[config.mk]
export PLATFORM = sky130hd
export DESIGN_NAME = write_seq
export DESIGN_NICKNAME = d
export VERILOG_FILES = /design/src/rtl/write_seq.sv
export SDC_FILE = /design/constraint.sdc
export NUM_CORES = 1
export LEC_CHECK = 0
export ABC_AREA = 1
export CELL_PAD_IN_SITES_DETAIL_PLACEMENT = 0
export CELL_PAD_IN_SITES_GLOBAL_PLACEMENT = 1
export CORE_MARGIN = 2
export CORE_UTILIZATION = 30
export CTS_CLUSTER_DIAMETER = 120
export DETAILED_ROUTE_END_ITERATION = 12
export PLACE_DENSITY = 0.73
export REMOVE_ABC_BUFFERS = 1
export SLEW_MARGIN = 40
export SYNTH_ARGS = -nofsm -noshare
export SYNTH_HDL_FRONTEND = slang
export SYNTH_SLANG_ARGS = --single-unit
[constraint.sdc]
create_clock -name clk -period 1.4 [get_ports clk]
set_clock_uncertainty 0.15 [all_clocks]
set_input_delay 0.14 -clock clk [delete_from_list [all_inputs] [get_ports clk]]
set_output_delay 0.14 -clock clk [all_outputs]
set_load 0.01 [all_outputs]
[src/rtl/write_seq.sv]
// Sequential RAM writer: fills NUM_WORDS words with an arithmetic sequence, then flags completion.
// Define WRITE_SEQ_READBACK_EN to add a readback pass that verifies every word and sets a sticky error.
module write_seq #(
    parameter int unsigned ADDR_W     = 5,
    parameter int unsigned DATA_W     = 32,
    parameter int unsigned BASE_ADDR  = 0,
    parameter int unsigned NUM_WORDS  = 4,
    parameter int unsigned INIT_VALUE = 0,
    parameter int unsigned STEP       = 1
) (
    input  logic              clk,
    input  logic              rst,
    input  logic              start,
    output logic              valid,
    output logic              error,
    output logic [ADDR_W-1:0] waddr_0,
    output logic [DATA_W-1:0] wdata_0,
    output logic              wen_0,
    output logic [ADDR_W-1:0] raddr_0,
    input  logic [DATA_W-1:0] rdata_0
);

    localparam int unsigned CNT_W    = ADDR_W + 1;
    localparam int unsigned LAST_IDX = (NUM_WORDS > 0) ? NUM_WORDS - 1 : 0;
    localparam logic [CNT_W-1:0]  LAST = CNT_W'(LAST_IDX);
    localparam logic [ADDR_W-1:0] BASE = ADDR_W'(BASE_ADDR);
    localparam logic [DATA_W-1:0] INIT = DATA_W'(INIT_VALUE);
    localparam logic [DATA_W-1:0] INCR = DATA_W'(STEP);

    typedef enum logic [2:0] {
        IDLE  = 3'd0,
        WRITE = 3'd1,
`ifdef WRITE_SEQ_READBACK_EN
        READ  = 3'd2,
        CHECK = 3'd3,
`endif
        DONE  = 3'd4
    } state_t;

    state_t            state_q, state_d;
    logic [CNT_W-1:0]  cnt_q, cnt_d;
    logic [ADDR_W-1:0] waddr_q, waddr_d;
    logic [DATA_W-1:0] wdata_q, wdata_d;
    logic              wen_q, wen_d;
    logic              valid_q, valid_d;

`ifdef WRITE_SEQ_READBACK_EN
    logic [ADDR_W-1:0] raddr_q, raddr_d;
    logic [DATA_W-1:0] rexp_q, rexp_d;
    logic              cmp_en_q, cmp_en_d;
    logic [DATA_W-1:0] cmp_exp_q, cmp_exp_d;
    logic              error_q, error_d;
`endif

    // State and output registers
    always_ff @(posedge clk or negedge rst) begin
        if (!rst) begin
            state_q   <= IDLE;
            cnt_q     <= '0;
            waddr_q   <= '0;
            wdata_q   <= '0;
            wen_q     <= 1'b0;
            valid_q   <= 1'b0;
`ifdef WRITE_SEQ_READBACK_EN
            raddr_q   <= '0;
            rexp_q    <= '0;
            cmp_en_q  <= 1'b0;
            cmp_exp_q <= '0;
            error_q   <= 1'b0;
`endif
        end else begin
            state_q   <= state_d;
            cnt_q     <= cnt_d;
            waddr_q   <= waddr_d;
            wdata_q   <= wdata_d;
            wen_q     <= wen_d;
            valid_q   <= valid_d;
`ifdef WRITE_SEQ_READBACK_EN
            raddr_q   <= raddr_d;
            rexp_q    <= rexp_d;
            cmp_en_q  <= cmp_en_d;
            cmp_exp_q <= cmp_exp_d;
            error_q   <= error_d;
`endif
        end
    end

    // Next-state and next-output logic
    always_comb begin
        state_d = state_q;
        cnt_d   = cnt_q;
        waddr_d = waddr_q;
        wdata_d = wdata_q;
        wen_d   = 1'b0;
        valid_d = valid_q;
`ifdef WRITE_SEQ_READBACK_EN
        raddr_d = raddr_q;
        rexp_d  = rexp_q;
        // rdata_0 answers the address presented one cycle earlier, so compare against the delayed expectation
        cmp_en_d  = (state_q == READ);
        cmp_exp_d = rexp_q;
        error_d   = error_q | (cmp_en_q && (rdata_0 != cmp_exp_q));
`endif

        case (state_q)
            IDLE, DONE: begin
                if (start) begin
                    valid_d = 1'b0;
                    cnt_d   = '0;
                    waddr_d = BASE;
                    wdata_d = INIT;
`ifdef WRITE_SEQ_READBACK_EN
                    error_d = 1'b0;
`endif
                    if (NUM_WORDS == 0) begin
                        state_d = DONE;
                        valid_d = 1'b1;
                    end else begin
                        state_d = WRITE;
                        wen_d   = 1'b1;
                    end
                end
            end
            WRITE: begin
                if (cnt_q == LAST) begin
`ifdef WRITE_SEQ_READBACK_EN
                    state_d = READ;
                    cnt_d   = '0;
                    raddr_d = BASE;
                    rexp_d  = INIT;
`else
                    state_d = DONE;
                    valid_d = 1'b1;
`endif
                end else begin
                    wen_d   = 1'b1;
                    cnt_d   = cnt_q + CNT_W'(1);
                    waddr_d = waddr_q + ADDR_W'(1);
                    wdata_d = wdata_q + INCR;
                end
            end
`ifdef WRITE_SEQ_READBACK_EN
            READ: begin
                if (cnt_q == LAST) begin
                    state_d = CHECK;
                end else begin
                    cnt_d   = cnt_q + CNT_W'(1);
                    raddr_d = raddr_q + ADDR_W'(1);
                    rexp_d  = rexp_q + INCR;
                end
            end
            CHECK: begin
                state_d = DONE;
                valid_d = 1'b1;
            end
`endif
            default: state_d = IDLE;
        endcase
    end

    assign waddr_0 = waddr_q;
    assign wdata_0 = wdata_q;
    assign wen_0   = wen_q;
    assign valid   = valid_q;

`ifdef WRITE_SEQ_READBACK_EN
    assign raddr_0 = raddr_q;
    assign error   = error_q;
`else
    assign raddr_0 = '0;
    assign error   = 1'b0;
    logic unused_rdata;
    assign unused_rdata = ^rdata_0;
`endif

endmodule

# After elaboration in Yosys (flattened, before gate mapping)
# Cells that the tools add are included.
[op_classes]
n_addsub = 3
eq_ne = 6
n_mux = 18
n_reduce_logical = 6
[op_table]
columns = ["operator", "n"]
rows = [
  ["$mux 32", 2],
  ["$pmux 32 s2", 1],
  ["$add 32x1->32 const B", 1],
  ["$mux 6", 2],
  ["$pmux 6 s2", 1],
  ["$mux 5", 2],
  ["$pmux 5 s2", 1],
  ["$add 6x1->6 const B", 1],
  ["$eq 6x2->1 const B", 1],
  ["$mux 3", 2],
  ["$ne 2x2->1 const B", 3],
  ["$pmux 3 s2", 1],
  ["$reduce_and 3->1", 2],
  ["$add 5x1->5 const B", 1],
  ["$mux 1", 4],
  ["$pmux 1 s2", 2],
  ["$eq 3x1->1 const B", 1],
  ["$eq 3x3->1 const B", 1],
  ["$logic_not 3->1", 1],
  ["$reduce_and 2->1", 1],
  ["$reduce_bool 2->1", 1],
  ["$reduce_or 2->1", 1],
]
[word_totals]
regBits = 48
input_bits = 35
out_inout_bits = 45
wordCells = 39

# Logic depth before layout (Yosys ltp)
[logic_depth]
depth_word = 4
ltp_mapped = 9

# Worst setup path after synthesis
# OpenSTA, ideal clock, no wires.
[synth_path]
path_type = "register -> register"
start = "register wdata_q[0], in the netlist wdata_0[0]"
end = "register wdata_q[14], in the netlist wdata_0[14]"
setup_ns = 0.124
t_arrival_ns = 1.323
slack_ns = -0.197
path_stages_with_launch = 9
n_path_buf = 0
path_cell_list = "dfrtp_1 -> ha_1 -> nand2_1 -> nor2_2 -> nand2_1 -> nor2_4 -> nand2_1 -> xor2_1 -> nor2_1"
[synth_between]
elab_chain_len = 3
[synth_lines]
columns = ["element", "line", "rtl"]
rows = [
  ["from (decl)", "43", "logic [DATA_W-1:0] wdata_q, wdata_d;"],
  ["from (signal assigned)", "75", "wdata_q <= wdata_d;"],
  ["$add 32x1->32", "139", "wdata_d = wdata_q + INCR;"],
  ["$mux 32", "125", "if (cnt_q == LAST) begin"],
  ["$pmux 32 s2", "105", "case (state_q)"],
]
# No other way between the ends. The select of a mux whose other input is x is not followed.
# A chain may end at the register's enable or synchronous reset.

# Worst setup path after layout
[layout_path]
start = "register cnt_q[1]"
end = "register waddr_q[0], in the netlist waddr_0[0]"
[layout_between]
elab_chain_len = 3
[layout_lines]
columns = ["element", "line", "rtl"]
rows = [
  ["from (decl)", "41", "logic [CNT_W-1:0] cnt_q, cnt_d;"],
  ["from (signal assigned)", "73", "cnt_q <= cnt_d;"],
  ["$eq 6x2->1", "125", ""],
  ["$ne 2x2->1 (no source line)", "-", ""],
  ["$reduce_and 3->1 (no source line)", "-", ""],
  ["to (signal assigned)", "74", "waddr_q <= waddr_d;"],
  ["to (decl)", "42", "logic [ADDR_W-1:0] waddr_q, waddr_d;"],
]
# No other way between the ends.

==> summary.md <==
| Metric | Value |
|---|---|
| Util after Layout | `53.6%` |
| Detail Route Antenna Nets | `0` |
| Worst EP arrival | `1670 ps` |
| Count of pins over their slew limit | `0` |
| CP Launch Point | `cnt_q[1]$_DFFE_PN0P_` |
| Filler cells | `824` |
| LEAKAGE | `2.37 nW` |
| Synth top area cells | `dfrtp_1 (42%), nand2_1 (15%), nor2_1 (12%)` |
| Status | `complete, but fails checks` |
| Startpoint class of the critical path | `flop` |
| CP max FO | `7` |
| I/O Pins | `80` |
| Clock Latency Late Sink | `300 ps` |
| All-Layer GR Usage | `18.7%` |
| Cell Pwr Density | `around 1400 mW/mm^2` |
| RR Endpoint | `waddr_0[0]$_DFFE_PN0P_` |
| Min-Delay Path Class | `input port to async pin` |
| # DRC | `0` |
| Die area | `0.0100 sq mm` |
| CP required | `1450 ps` |
| Gate count of the mapped netlist | `387` |
| Initial antenna violation count | `0` |
| Failing checks | `setup timing` |
| Peak VDD IR | `0.000779 V` |
| DR vias | `3077` |
| Root Buffer | `clkbuf_8` |
| Syn_area_per_cell | `7.16 sq um` |
| FF-to-FF path depth | `9` |
| Vias per cell | `4.68` |
| Max Root-Sink Buffers | `2` |
| Ys async rst share | `100%` |
| Post-synth top area cell | `dfrtp_1` |
| Global-route wire length before repair | `around 15000 microns` |
| Post-route clock period utilization | `116%` |
| Setup CP Type | `flop to flop` |
| Max-cap violations | `0` |
| Die W | `100 microns` |
| Routed WL per cell | `14.1 microns` |
| Number of flops mapped to enable cells by yosys | `0` |
| Worst setup margin | `-219 ps` |
| Port Buffer Count | `41` |
| Crit Reg-Reg Startpoint | `cnt_q[1]$_DFFE_PN0P_` |
| Vias in the first global route | `around 3.1k` |
| Synth cell types | `29` |
| DP Area | `0.00379 sq mm` |
| Initial Util | `between 30% and 40%` |
| Iteration-0 DRC Markers | `about 130` |
| Fin nets | `584` |
| Core ar. | `between 0.009 and 0.01 sq mm` |
| WL final | `9270 microns` |
| Min Tclk post-route | `1620 ps` |
| Final instance area | `0.00488 sq mm` |
| CTS tree | `done` |
| Main synth FF type | `dfrtp_1` |
| CTS Buf Count | `5` |
| Largest net degree at the start of global routing | `48` |
| # diodes | `0` |
| Setup violators final | `44` |
| Clk sinks | `47` |
| GP Congestion | `0.827` |
| Ys Warns | `0` |
| Clk slew on worst S/H paths | `90 ps` |
| RSZ-0062 raised after global routing | `true` |
| DRT Pass-1 Iters | `5` |
| Final number of hold-violating endpoints | `0` |
| Flop-to-flop setup slack | `-220 ps` |
| Area share of the largest cell type after synthesis | `42.5%` |
| Layout cells sized above 1 | `a little under half` |
| DP HPWL | `5900 microns` |
| Total grt overflow | `0` |
| Fmax | `618 MHz` |
| Num rows | `35` |
| CP Capture Type | `flop` |
| Area growth, synth to finish | `76.1%` |
| DIE HEIGHT | `between 100 and 150 microns` |
| CTS H-tree lvls | `2` |
| Cell Area, Synth | `0.00277 sq mm` |
| CP endpoint | `waddr_0[0]$_DFFE_PN0P_` |
| Seq/Total Area, Yosys | `42.5%` |
| Yosys reg bits | `between 40 and 50` |
## flip-flops by register name, indices dropped and copies added, names as in the netlist
register / count
wdata_0: 32
cnt_q: 6
waddr_0: 5
state_q: 2
valid: 1
wen_0: 1
## what timing repair did
item                                   CTS  global route
cloned                                   6             0
pin swaps                               50            17
resized for setup                      187            59
hold buffers                             1             0
setup buffers                           36            11
endpoints found under the hold margin   47             0
setup endpoints to repair               83            59
## how the worst min path moves through the flow
stage | start | end | slack (ps) | cells past startpoint
floorplan | rst | cnt_q[0]$_DFFE_PN0P_ | -310 | 0
global placement | rst | wdata_0[31]$_DFFE_PN0P_ | -2 | 2
detailed placement | rst | wdata_0[31]$_DFFE_PN0P_ | -2 | 2
CTS | rst | wdata_0[31]$_DFFE_PN0P_ | 210 | 3
global route | rst | wdata_0[24]$_DFFE_PN0P_ | 230 | 3
finish | rst | wdata_0[24]$_DFFE_PN0P_ | 190 | 3
## kinds of logic (layout without fill, tap and decap cells)
group           Yosys count  in the layout  synth area share, %
compound gates           25             25                 4.74
xor+xnor                  6              6                 1.90
fa+ha+maj                 3              3                 1.36
buf+inv                  50            200                 9.08
flops                    47             47                 42.5
other cells               1              6                0.135
simple gates            255            259                 40.3
## layout by cell type (no fill, tap or decap), drive strengths merged, types with 9 or more instances in the layout
cell type    instances
inv                 35
nand2              118
nand3               30
nor2                94
clkbuf              14
o21ai                9
dlygate4sd2         15
dfrtp               47
a21oi               14
buf                123
## cell usage after synthesis, types with 2 or more instances
master	n
a21oi_1	14
buf_4	8
buf_6	4
dfrtp_1	47
ha_1	3
inv_1	33
inv_2	2
nand2_1	112
nand3_1	29
nand4_1	8
nor2_1	88
nor2_4	4
nor3_1	3
nor3b_1	4
o21ai_0	9
xor2_1	6
## cell type report
| type | instances | area (sq um) | share of cell area, % |
|---|---|---|---|
| sequential | 47 | 1180 | 24.1 |
| clock buffer | 6 | 82.6 | 1.69 |
| timing repair buffer | 156 | 1390 | 28.6 |
| clock inverter | 1 | 5.00 | 0.103 |
| inverter | 36 | 159 | 3.26 |
| multi-input combinational | 299 | 1910 | 39.2 |
| timing repair inverter | 1 | 11.3 | 0.231 |
| tap | 111 | 139 | 2.85 |
## worst max-delay path: stages, from the launching register on
cell,delay [ps]
dfrtp_1,430
ha_4,190
nand3_4,120
buf_12,120
nand2_8,70
nand2_8,160
buf_12,130
inv_8,40
nand2_2,50
o21ai_2,60
## metrics by stage
step	TNS, ps	cells	hold slack, ps	setup WS [ps]	power, mW
2_1_floorplan	-9390	378	-306	-343	2.79
3_3_place_gp	-7410	603	-1.98	-247	4.00
3_5_place_dp	-8660	603	-2.39	-279	4.05
4_1_cts	-5920	651	205	-181	6.13
5_1_grt	-10280	657	225	-314	6.97
6_report	-6830	657	191	-219	6.62
## power by group
| group | leakage, nW | internal (mW) | total (mW) | switching, mW |
|---|---|---|---|---|
| clock | 0.0470 | 0.389 | 0.874 | 0.485 |
| sequential | 0.636 | 1.57 | 1.74 | 0.177 |
| combinational | 1.68 | 1.90 | 4.00 | 2.09 |
## routing by layer
layer,track usage (%),wire length (microns),up-vias
met5,0,0,-
met1,24.6,4120,1468
met3,3.34,414,10
met4,4.32,109,0
met2,32.1,4630,77
li1,-,-,1522
No activity file was read; power rests on OpenSTA's default activity.
